**src/rtl/quad_decoder_if.sv**
```systemverilog
// Port bundle for the quadrature decoder: encoder pins and controls toward
// the decoder, position and status back from it.
interface quad_decoder_if #(
  parameter int WIDTH = 4
);
  logic             a_in;
  logic             b_in;
  logic             clr;
  logic             err_clr;
  logic [WIDTH-1:0] cnt;
  logic             dir;
  logic             step;
  logic             err;

  modport slave (
    input  a_in, b_in, clr, err_clr,
    output cnt, dir, step, err
  );

  modport master (
    output a_in, b_in, clr, err_clr,
    input  cnt, dir, step, err
  );
endinterface

```
**src/rtl/quad_decoder.sv**
```systemverilog
// Quadrature decoder: synchronises and glitch-filters an A/B encoder pair,
// then tracks a wrapping position count with step/direction/error outputs.
module quad_decoder #(
  parameter int WIDTH       = 4,
  parameter int SYNC_STAGES = 2,
  parameter int FILTER_CYC  = 3
) (
  input logic           clk,
  input logic           rst,
  quad_decoder_if.slave io_qd
);
  localparam int            SW       = (FILTER_CYC > 1) ? $clog2(FILTER_CYC) : 1;
  localparam logic [SW-1:0] STAB_MAX = SW'(FILTER_CYC - 1);

  logic [SYNC_STAGES-1:0] r_syncA;
  logic [SYNC_STAGES-1:0] r_syncB;
  logic [SYNC_STAGES:0]   r_vld;
  logic [1:0]             r_sPrev;
  logic [SW-1:0]          r_stab;
  logic [1:0]             r_f;
  logic [1:0]             r_prev;
  logic                   r_primed;
  logic [WIDTH-1:0]       r_cnt;
  logic                   r_dir;
  logic                   r_step;
  logic                   r_err;

  logic [1:0]    w_s;
  logic          w_sValid;
  logic          w_prevValid;
  logic [SW-1:0] w_stabNext;
  logic          w_stable;
  logic          w_change;
  logic [1:0]    w_delta;

  // Position of a pin pair along the forward cycle 00->01->11->10.
  function automatic logic [1:0] grayPos(input logic [1:0] p);
    return {p[1], p[1] ^ p[0]};
  endfunction

  // r_vld tracks pipeline fill so reset contents never count as a real sample.
  assign w_s         = {r_syncA[SYNC_STAGES-1], r_syncB[SYNC_STAGES-1]};
  assign w_sValid    = r_vld[SYNC_STAGES-1];
  assign w_prevValid = r_vld[SYNC_STAGES];

  always_comb begin
    w_stabNext = r_stab;
    if (!w_prevValid || (w_s != r_sPrev)) begin
      w_stabNext = '0;
    end else if (r_stab != STAB_MAX) begin
      w_stabNext = r_stab + 1'b1;
    end
  end

  assign w_stable = w_sValid && (w_stabNext == STAB_MAX);
  assign w_change = r_primed && (r_f != r_prev);
  assign w_delta  = grayPos(r_f) - grayPos(r_prev);

  always_ff @(posedge clk or posedge rst) begin
    if (rst) begin
      r_syncA <= '0;
      r_syncB <= '0;
      r_vld   <= '0;
      r_sPrev <= '0;
      r_stab  <= '0;
    end else begin
      r_syncA <= {r_syncA[SYNC_STAGES-2:0], io_qd.a_in};
      r_syncB <= {r_syncB[SYNC_STAGES-2:0], io_qd.b_in};
      r_vld   <= {r_vld[SYNC_STAGES-1:0], 1'b1};
      r_sPrev <= w_s;
      r_stab  <= w_stabNext;
    end
  end

  // The first stable pair after reset only primes prev, so any resting pin
  // state is accepted silently; later stable changes are decoded a cycle on.
  always_ff @(posedge clk or posedge rst) begin
    if (rst) begin
      r_f      <= '0;
      r_prev   <= '0;
      r_primed <= 1'b0;
      r_cnt    <= '0;
      r_dir    <= 1'b0;
      r_step   <= 1'b0;
      r_err    <= 1'b0;
    end else begin
      r_step <= 1'b0;
      if (io_qd.err_clr) begin
        r_err <= 1'b0;
      end
      if (w_stable) begin
        r_f <= w_s;
        if (!r_primed) begin
          r_prev   <= w_s;
          r_primed <= 1'b1;
        end
      end
      if (w_change) begin
        r_prev <= r_f;
        case (w_delta)
          2'd1: begin
            r_step <= 1'b1;
            r_dir  <= 1'b1;
            r_cnt  <= r_cnt + 1'b1;
          end
          2'd3: begin
            r_step <= 1'b1;
            r_dir  <= 1'b0;
            r_cnt  <= r_cnt - 1'b1;
          end
          default: r_err <= 1'b1;
        endcase
      end
      if (io_qd.clr) begin
        r_cnt <= '0;
      end
    end
  end

  assign io_qd.cnt  = r_cnt;
  assign io_qd.dir  = r_dir;
  assign io_qd.step = r_step;
  assign io_qd.err  = r_err;
endmodule

```
**src/flat_wrapper.sv**
```systemverilog
// flat-port wrapper written by rule: the top's interface ports become plain ports
module quad_decoder_flat 
#(
  parameter int WIDTH       = 4,
  parameter int SYNC_STAGES = 2,
  parameter int FILTER_CYC  = 3
)
  (clk, rst, io_qd_a_in, io_qd_b_in, io_qd_clr, io_qd_err_clr, io_qd_cnt, io_qd_dir, io_qd_step, io_qd_err);
  quad_decoder_if #(.WIDTH(WIDTH)) io_qd_i ();
  input logic clk;
  input logic rst;
  input wire logic [$bits(io_qd_i.a_in)-1:0] io_qd_a_in;
  input wire logic [$bits(io_qd_i.b_in)-1:0] io_qd_b_in;
  input wire logic [$bits(io_qd_i.clr)-1:0] io_qd_clr;
  input wire logic [$bits(io_qd_i.err_clr)-1:0] io_qd_err_clr;
  output wire logic [$bits(io_qd_i.cnt)-1:0] io_qd_cnt;
  output wire logic [$bits(io_qd_i.dir)-1:0] io_qd_dir;
  output wire logic [$bits(io_qd_i.step)-1:0] io_qd_step;
  output wire logic [$bits(io_qd_i.err)-1:0] io_qd_err;
  assign io_qd_i.a_in = io_qd_a_in;
  assign io_qd_i.b_in = io_qd_b_in;
  assign io_qd_i.clr = io_qd_clr;
  assign io_qd_i.err_clr = io_qd_err_clr;
  assign io_qd_cnt = io_qd_i.cnt;
  assign io_qd_dir = io_qd_i.dir;
  assign io_qd_step = io_qd_i.step;
  assign io_qd_err = io_qd_i.err;
  quad_decoder #(.WIDTH(WIDTH), .SYNC_STAGES(SYNC_STAGES), .FILTER_CYC(FILTER_CYC)) u_core (.clk(clk), .rst(rst), .io_qd(io_qd_i));
endmodule
```
**config.mk**
```make
export PLATFORM = sky130hd
export DESIGN_NAME = quad_decoder_flat
export DESIGN_NICKNAME = d
export VERILOG_FILES = /design/src/rtl/quad_decoder_if.sv /design/src/rtl/quad_decoder.sv /design/src/flat_wrapper.sv
export SDC_FILE = /design/constraint.sdc
export NUM_CORES = 1
export LEC_CHECK = 0
export ABC_AREA = 1
export BUFFER_PORTS_ARGS = -buffer_cell sky130_fd_sc_hd__buf_2
export CORE_MARGIN = 2
export CORE_UTILIZATION = 45
export DETAILED_ROUTE_END_ITERATION = 10
export GPL_TIMING_DRIVEN = 0
export PLACE_DENSITY_LB_ADDON = 0.2
export SYNTH_ARGS = -nofsm -noshare
export SYNTH_HDL_FRONTEND = slang
export SYNTH_SLANG_ARGS = --single-unit
```
**constraint.sdc**
```tcl
create_clock -name clk -period 2.1 [get_ports clk]
set_input_delay 0.315 -clock clk [delete_from_list [all_inputs] [get_ports clk]]
set_output_delay 0.315 -clock clk [all_outputs]
set_load 0.05 [all_outputs]
```
==> results of run 1 <==
[logic make-up after synthesis]
kind of cell    synth area share [%]
xor+xnor                        3.20
buf+inv                         10.4
other cells                    0.343
simple gates                    23.0
compound gates                  5.94
flops                           52.6
fa+ha+maj                       4.57
[power by group through the flow]
stage	Combinational [mW]	Sequential (mW)	Clock, mW
floorplan	0.280	0.533	0
global placement	0.351	0.516	0
detailed placement	0.357	0.519	0
CTS	0.359	0.512	0.220
global route	0.475	0.509	0.233
finish	0.423	0.505	0.203
[cells in the final DEF, fill, tap and decap left out, drive strengths merged]
cell,Yosys,final
buf,0,18
clkbuf,0,3
clkinvlp,0,1
conb,1,1
dfrtp,23,23
ha,4,4
inv,29,30
nand2,36,36
nand3,8,8
nand4,3,3
nor2,3,3
o21ai,11,11
o22ai,1,1
xnor2,2,2
xor2,2,2
[how the worst min path moves through the flow]
stage	depth (start not counted)	to	start
final	1	u_core.r_syncB[0]	io_qd_b_in
after global routing	1	u_core.r_syncB[0]	io_qd_b_in
after CTS	1	u_core.r_syncB[0]	io_qd_b_in
after detailed placement	0	u_core.r_syncB[1]	u_core.r_syncB[0]
after global placement	0	u_core.r_vld[1]	u_core.r_vld[0]
after floorplan	1	u_core.io_qd.cnt[0]	rst
[critical path, delay by kind of cell, from the launching register on]
kind                       cells  cell delay (ns)
xor gates and xnor gates       1             0.18
and+or+nand+nor                9             0.58
adders and majority gates      2             0.48
DFF                            1             0.46
buffers and inverters          3             0.17
[registers in the layout (all words and copies together), names as in the netlist]
register / flops
u_core.io_qd.cnt: 4
u_core.io_qd.dir: 1
u_core.io_qd.err: 1
u_core.io_qd.step: 1
u_core.r_f: 2
u_core.r_prev: 2
u_core.r_primed: 1
u_core.r_sPrev: 2
u_core.r_stab: 2
u_core.r_syncA: 2
u_core.r_syncB: 2
u_core.r_vld: 3
[layer usage]
metal	routed length (µm)	share of wire [%]	track usage, %
met1	879	47	20.5
met2	895	48	26.1
met4	16	0.85	3.85
met5	0	0	0
met3	81	4.3	3.39
[layout make-up]
| cell class | count | area share [%] |
|---|---|---|
| clock buffer | 3 | 1.74 |
| clock inverter | 1 | 0.579 |
| inverter | 30 | 8.87 |
| multi-input combinational | 71 | 33.4 |
| sequential | 23 | 44.6 |
| tap | 28 | 2.70 |
| timing repair buffer | 18 | 8.10 |
[through the flow]
step	TNS (ns)	setup slack [ns]
after floorplan	0	0.190
after global placement	0	0.0777
after detailed placement	0	0.0250
after CTS	0	0.00314
after global routing	-0.0407	-0.0366
final	0	0.117
[repair_timing]
action | CTS | global route
endpoints found under the hold margin | 0 | 0
buffers inserted | 0 | 6
resized for setup | 2 | 7
endpoints found under the setup margin | 1 | 2
==> impl_metrics.py, run 1 <==
metrics = {
    "status": {
        "status": "completed",
    },
    "logic_synthesis": {
        "synthMostInstantiatedCell": "nand2_1",
        "ys.flop_type": "dfrtp_1",
        "synth_nets": 134,
        "ys_warn_count": 0,
        "synthCells": 124,
        "yosys.area.top_type": "dfrtp_1",
        "synth_common_cells": "30 x nand2_1, 26 x inv_1, 23 x dfrtp_1, 8 x o21ai_0, 5 x nand3_1",
        "async_flop_share_pct": 100,
        "synth.area.top_cells": "dfrtp_1 53%, nand2_1 10%, inv_1 8.9%",
        "ys_seq_elements": 23,
        "ys_types": 20,
        "syn_area_per_cell_um2": 8.83,
        "synth_top_area_share_pct": 52.6,
        "ys_seq_area_share_pct": 52.6,
        "netlist_area_mm2": 0.00109,
        "synth_edf_count": 0,
    },
    "place": {
        "dp_hpwl_mm": 1.28,
        "place_congestion": 0.786,
        "port_buffers": 12,
        "place_area_mm2": 0.00119,
        "placed_cells": 164,
    },
    "die": {
        "die_w_um": 53.3,
        "die_h_um": 53.3,
        "core_area_mm2": 0.00225,
        "start_util_pct": 48.6,
        "rows": 17,
        "dieArea_mm2": 0.00284,
        "io_pins": 13,
    },
    "sta": {
        "tightest_slew_ns": 0.837,
        "final_hold_viol_count": 0,
        "post-route-period-util_pct": 94.4,
        "slew_violations": 0,
        "setup-violations-final": 0,
        "max_freq_mhz": 504,
        "skew_ns": 0.00313,
        "max_slew_margin_pct": 44.2,
        "hold_ws_ns": 0.101,
        "fin_crit_ns": 1.98,
    },
    "critical_path": {
        "max_stage_delay_ns": 0.46,
        "startpoint": "u_core.r_f[1]",
        "crit_path_max_fanout": 3,
        "end_kind": "register",
        "worstSetupEndpoint": "u_core.io_qd.cnt[3]",
        "cp.required_ns": 2.31,
        "arrival_ns": 2.19,
        "r2r_cells": 15,
        "cp_slowest_cell": "dfrtp_2",
        "r2r_setup_slack_ns": 0.12,
        "r2r-end": "u_core.io_qd.cnt[3]",
        "crit_type": "reg2reg",
        "worstPathCellList": "xnor2_2, ha_2, inv_1, nand3_2, nand2_4, nand2_4, inv_4, ha_4, nand2_1, inv_1, nand3_2, nand2_1, nand2_1, nand3_1, nand2_1",
        "crit_top_cell": "nand2_1",
        "timing.rr.start": "u_core.r_f[1]",
        "start_kind": "register",
    },
    "run": {
        "max-cap-violations": 0,
    },
    "detailed_routing": {
        "avgRoutedWirePerCell_um": 10.8,
        "wl_mm": 1.87,
        "vias": 812,
        "drt_iter0_drc": 13,
        "vias_per_cell": 4.67,
        "antenna_left": 0,
        "drc": 0,
        "first_pass_iters": 4,
    },
    "cells_and_area": {
        "nets": 157,
        "fill_cells": 235,
        "multi_input_area_um2": 433,
        "final_core_util_pct": 57.5,
        "n_antenna_cell": 0,
        "stdcell_count": 174,
        "design_area_mm2": 0.00130,
        "syn2layout_area_growth_pct": 18.5,
        "drive_gt1_share_pct": 30.8,
        "seqCellArea_um2": 579,
    },
    "power_and_ir_drop": {
        "pwr-share-seq_pct": 44.6,
        "p_int_mw": 0.713,
        "leakagePower_nw": 0.725,
        "power.density_mw_per_mm2": 871,
        "peakVddDrop_mv": 0.535,
        "power_switching_mw": 0.417,
        "power_mw": 1.13,
        "combPwrFrac_pct": 37.4,
        "power.share.clock_pct": 18.0,
        "switching_share_pct": 36.9,
    },
    "clock_network": {
        "cts_tree": "yes",
        "insertion_delay_ns": 0.31,
        "numCtsBuffers": 3,
        "path_clk_slew_ns": 0.13,
        "cts_max_level": 1,
        "cts_hold_buf": 0,
        "clock-sinks": 23,
        "cts_root_buf": "clkbuf_4",
        "clockBufferDepth": 2,
    },
    "grt": {
        "grt_pass1_wl_mm": 3.22,
        "antenna_found_initial": 0,
        "grt_start_max_net_pins": 24,
        "overflow": 0,
        "grt.total_usage_pct": 15.6,
        "grt_pass1_vias": 776,
    },
    "hold_path": {
        "hp-class": "in2reg",
    },
}
Note: power is estimated with default switching activity, not from simulation.
==> inputs of run 2 (changes only) <==
CAP_MARGIN = 20   (was unset)
CORE_MARGIN = 8   (was 2)
MAX_ROUTING_LAYER = met4   (was unset)
==> impl_metrics.py, run 2 (synthesized netlist as in run 1, its figures left out) <==
metrics = {
    "status": {
        "status": "completed",
    },
    "detailed_routing": {
        "first_pass_iters": 4,
        "antenna_left": 0,
        "vias_per_cell": 4.61,
        "drt_iter0_drc": 25,
        "avgRoutedWirePerCell_um": 10.8,
        "vias": 793,
        "drc": 0,
        "wl_mm": 1.86,
    },
    "critical_path": {
        "r2r_cells": 13,
        "end_kind": "register",
        "cp.required_ns": 2.32,
        "arrival_ns": 2.15,
        "r2r-end": "u_core.io_qd.cnt[3]",
        "start_kind": "register",
        "startpoint": "u_core.r_prev[1]",
        "r2r_setup_slack_ns": 0.17,
        "crit_type": "reg2reg",
        "timing.rr.start": "u_core.r_prev[1]",
        "crit_path_max_fanout": 5,
    },
    "cells_and_area": {
        "nets": 153,
        "final_common_cell": "nand2_1",
        "syn2layout_area_growth_pct": 14.5,
        "n_antenna_cell": 0,
        "drive_gt1_share_pct": 26.8,
        "largest_reg_flops": 4,
        "final_cell_mix": "30 x nand2_1, 25 x inv_1, 21 x dfrtp_1, 12 x buf_2, 8 x o21ai_0",
    },
    "grt": {
        "overflow": 0,
        "grt_pass1_vias": 785,
        "grt_start_max_net_pins": 24,
        "grt.total_usage_pct": 9.97,
        "antenna_found_initial": 0,
        "grt_pass1_wl_mm": 3.21,
    },
    "sta": {
        "fin_crit_ns": 1.93,
        "skew_ns": 0.00700,
        "fin_tns_setup_ns": 0,
        "hold_ws_ns": 0.102,
        "slew_violations": 0,
        "final_hold_viol_count": 0,
        "max_slew_margin_pct": 43.8,
        "setup-violations-final": 0,
        "tightest_slew_ns": 0.843,
        "rsz0062_at_grt": "no",
        "max_freq_mhz": 517,
        "post-route-period-util_pct": 92.1,
    },
    "clock_network": {
        "numCtsBuffers": 3,
        "cts_max_level": 1,
        "cts_tree": "yes",
        "insertion_delay_ns": 0.31,
        "clockBufferDepth": 2,
        "cts_hold_buf": 0,
        "clock-sinks": 23,
        "path_clk_slew_ns": 0.12,
        "cts_root_buf": "clkbuf_4",
    },
    "die": {
        "start_util_pct": 45.9,
        "die_h_um": 65.3,
        "die_w_um": 65.3,
        "core_area_mm2": 0.00239,
        "dieArea_mm2": 0.00427,
        "rows": 18,
        "io_pins": 13,
    },
    "hold_path": {
        "min_from": "io_qd_b_in",
        "whs_path_depth": 1,
        "hp-class": "in2reg",
        "worstHoldEndpoint": "u_core.r_syncB[0]",
    },
    "place": {
        "port_buffers": 12,
        "place_congestion": 0.764,
        "dp_hpwl_mm": 1.44,
    },
    "power_and_ir_drop": {
        "peakVddDrop_mv": 0.581,
        "leakagePower_nw": 0.707,
        "power.density_mw_per_mm2": 882,
    },
    "run": {
        "max-cap-violations": 0,
    },
}
## run 2: cell count changes in the layout (fill, tap and decap cells not counted)
cell	delta
nand3_1	+1
xnor2_1	+1
xnor2_2	-1
clkinv_2	+1
buf_4	-4
nand3_2	-1
dfrtp_2	-1
clkinvlp_4	-1
dfrtp_1	+1
## run 2: where the power goes
part           switching (mW)  internal, mW  leakage, nW  total (mW)
clock network           0.130        0.0713       0.0177       0.202
logic                   0.251         0.147        0.394       0.398
registers              0.0281         0.479        0.295       0.507
## run 2: critical path, cell delays in order (launching register included)
cell	delay, ns
dfrtp_2	0.45
xor2_1	0.17
ha_2	0.33
inv_2	0.07
nand2_4	0.09
inv_4	0.05
ha_4	0.27
nand2_1	0.04
inv_1	0.05
nand3_1	0.09
nand2_1	0.07
nand2_1	0.04
nand3_1	0.06
nand2_1	0.06
## run 2: cell type report
class | instances | area (µm²)
clock buffer | 3 | 22.5
multi-input combinational | 71 | 420
timing repair buffer | 14 | 75.1
fill | 250 | 1130
inverter | 30 | 115
clock inverter | 1 | 5.00
sequential | 23 | 578
tap | 30 | 37.5
## run 2: per-layer routing
layer,vias up,GRT usage [%],wire [µm]
li1,410,-,-
met1,368,10.8,862
met2,10,15.7,905
met3,5,2.72,47
met4,0,6.54,46
met5,-,-,0
## run 2: through the flow
step | setup slack (ns) | util, % | instance area, µm² | total power, mW | cells
2_1_floorplan | 0.190 | - | 1090 | 0.813 | 124
3_3_place_gp | 0.0659 | 49.9 | 1190 | 0.868 | 166
3_5_place_dp | 0.0226 | 49.9 | 1190 | 0.883 | 166
4_1_cts | 0.00235 | 51.1 | 1220 | 1.09 | 170
5_1_grt | 0.0110 | 52.5 | 1250 | 1.19 | 172
6_report | 0.165 | 52.5 | 1250 | 1.11 | 172
## run 2: how the worst max path moves through the flow
stage,endpoint,slack [ns]
2_1_floorplan,u_core.io_qd.cnt[3],0.19
4_1_cts,u_core.io_qd.cnt[3],0.002
5_1_grt,u_core.io_qd.cnt[3],0.01
3_3_place_gp,u_core.io_qd.cnt[3],0.07
3_5_place_dp,u_core.io_qd.cnt[3],0.02
6_report,u_core.io_qd.cnt[3],0.17
## run 2: what timing repair did
| item | in CTS | in global routing |
|---|---|---|
| buffers inserted | 0 | 2 |
| setup endpoints to repair | 0 | 2 |
| hold endpoints to repair | 0 | 0 |
| resized for setup | 0 | 6 |
==> inputs of run 3 (changes only) <==
CORE_MARGIN = 2   (was 8)
SETUP_SLACK_MARGIN = 0.2   (was unset)
clock period = 2.5 ns   (was 2.1 ns; I/O delays follow)
==> impl_metrics.py, run 3 (synthesized netlist as in run 1, its figures left out) <==
metrics = {
    "cells_and_area": {
        "seqCellArea_um2": 577,
        "drive_gt1_share_pct": 23.4,
        "fill_cells": 238,
        "final_core_util_pct": 54.5,
        "largest_reg_flops": 4,
        "final_cell_mix": "30 x nand2_1, 26 x inv_1, 22 x dfrtp_1, 12 x buf_2, 8 x o21ai_0",
        "stdcell_count": 169,
        "syn2layout_area_growth_pct": 12.2,
        "n_antenna_cell": 0,
        "multi_input_area_um2": 405,
        "nets": 152,
        "final_common_cell": "nand2_1",
    },
    "sta": {
        "fin_tns_setup_ns": 0,
        "slew_violations": 0,
        "post-route-period-util_pct": 84.1,
        "skew_ns": 0.00203,
        "max_slew_margin_pct": 44.4,
        "setup-violations-final": 0,
        "rsz0062_at_grt": "no",
        "max_freq_mhz": 476,
        "tightest_slew_ns": 0.833,
        "final_hold_viol_count": 0,
        "fin_crit_ns": 2.10,
    },
    "clock_network": {
        "cts_max_level": 1,
        "cts_tree": "yes",
        "cts_hold_buf": 0,
        "clockBufferDepth": 2,
        "numCtsBuffers": 3,
        "cts_root_buf": "clkbuf_4",
        "insertion_delay_ns": 0.31,
        "path_clk_slew_ns": 0.12,
        "clock-sinks": 23,
    },
    "die": {
        "dieArea_mm2": 0.00284,
        "core_area_mm2": 0.00225,
        "io_pins": 13,
        "start_util_pct": 48.6,
        "die_h_um": 53.3,
        "rows": 17,
        "die_w_um": 53.3,
    },
    "critical_path": {
        "crit_path_max_fanout": 5,
        "arrival_ns": 2.31,
        "path_depth": 13,
        "cp_top_family": "adder cells",
        "worst-path-buf-inv": 3,
        "cp_slowest_cell": "dfrtp_1",
        "start_kind": "register",
        "timing.rr.start": "u_core.r_prev[1]",
        "r2r_setup_slack_ns": 0.40,
        "max_stage_delay_ns": 0.46,
        "r2r-end": "u_core.io_qd.cnt[3]",
        "cp.required_ns": 2.71,
        "crit_type": "reg2reg",
        "worstPathCellList": "xor2_1, ha_1, inv_1, nand2_4, clkinv_2, ha_1, nand2_1, inv_1, nand3_1, nand2_1, nand2_1, nand3_1, nand2_1",
        "r2r_cells": 13,
        "crit_top_cell": "nand2_1",
        "end_kind": "register",
    },
    "grt": {
        "grt_pass1_vias": 766,
        "grt_pass1_wl_mm": 3.17,
        "grt.total_usage_pct": 15.9,
        "overflow": 0,
        "grt_start_max_net_pins": 24,
        "antenna_found_initial": 0,
    },
    "detailed_routing": {
        "drt_iter0_drc": 14,
        "vias": 776,
        "first_pass_iters": 4,
        "antenna_left": 0,
        "wl_mm": 1.68,
        "drc": 0,
        "avgRoutedWirePerCell_um": 9.93,
        "vias_per_cell": 4.59,
    },
    "hold_path": {
        "worstHoldEndpoint": "u_core.r_syncB[0]",
        "whs_path_depth": 1,
        "hp-class": "in2reg",
        "min_from": "io_qd_b_in",
    },
    "place": {
        "port_buffers": 12,
        "dp_hpwl_mm": 1.28,
        "placed_cells": 164,
        "place_congestion": 0.797,
    },
    "power_and_ir_drop": {
        "power.density_mw_per_mm2": 733,
        "peakVddDrop_mv": 0.432,
        "leakagePower_nw": 0.705,
    },
    "run": {
        "max-cap-violations": 0,
    },
    "status": {
        "status": "completed",
    },
}
-- run 3: through the flow --
step                total power [mW]  hold slack [ns]  worst slack [ns]  instance area (µm²)
detailed placement             0.735            0.335             0.425                 1190
finish                         0.900            0.160             0.398                 1230
floorplan                      0.683            0.331             0.590                 1090
global placement               0.728            0.333             0.478                 1190
global route                   0.968            0.131             0.202                 1230
CTS                            0.915            0.147             0.382                 1220
-- run 3: layout make-up --
type	instances	area share (%)
Multi-Input combinational cell	71	33.0
Inverter	30	9.27
Tap cell	28	2.85
Sequential cell	23	46.9
Timing Repair Buffer	13	5.50
Clock inverter	1	0.611
Clock buffer	3	1.83
-- run 3: how the worst max path moves through the flow --
stage	start	endpoint	slack [ns]
after global routing	u_core.r_prev[1]	u_core.io_qd.cnt[3]	0.20
after floorplan	u_core.r_prev[1]	u_core.io_qd.cnt[3]	0.59
after global placement	u_core.r_f[1]	u_core.io_qd.cnt[3]	0.48
final	u_core.r_prev[1]	u_core.io_qd.cnt[3]	0.40
after detailed placement	u_core.r_f[1]	u_core.io_qd.cnt[3]	0.43
after CTS	u_core.r_f[1]	u_core.io_qd.cnt[3]	0.38
-- run 3: metal layers --
layer	track usage (%)	routed length, µm	vias to the layer above
met3	3.39	70	4
li1	-	-	405
met4	3.85	16	0
met2	25.5	783	13
met1	20.5	808	354
met5	-	0	-
-- run 3: repair_timing --
action,in CTS,in global routing
gates resized for setup,0,1
buffers inserted,0,1
endpoints found under the setup margin,0,1
-- run 3: power breakdown --
group	switching [mW]	total (mW)	internal, mW
registers	0.0273	0.428	0.401
logic	0.197	0.300	0.104
clock network	0.111	0.172	0.0610
total	0.335	0.900	0.566
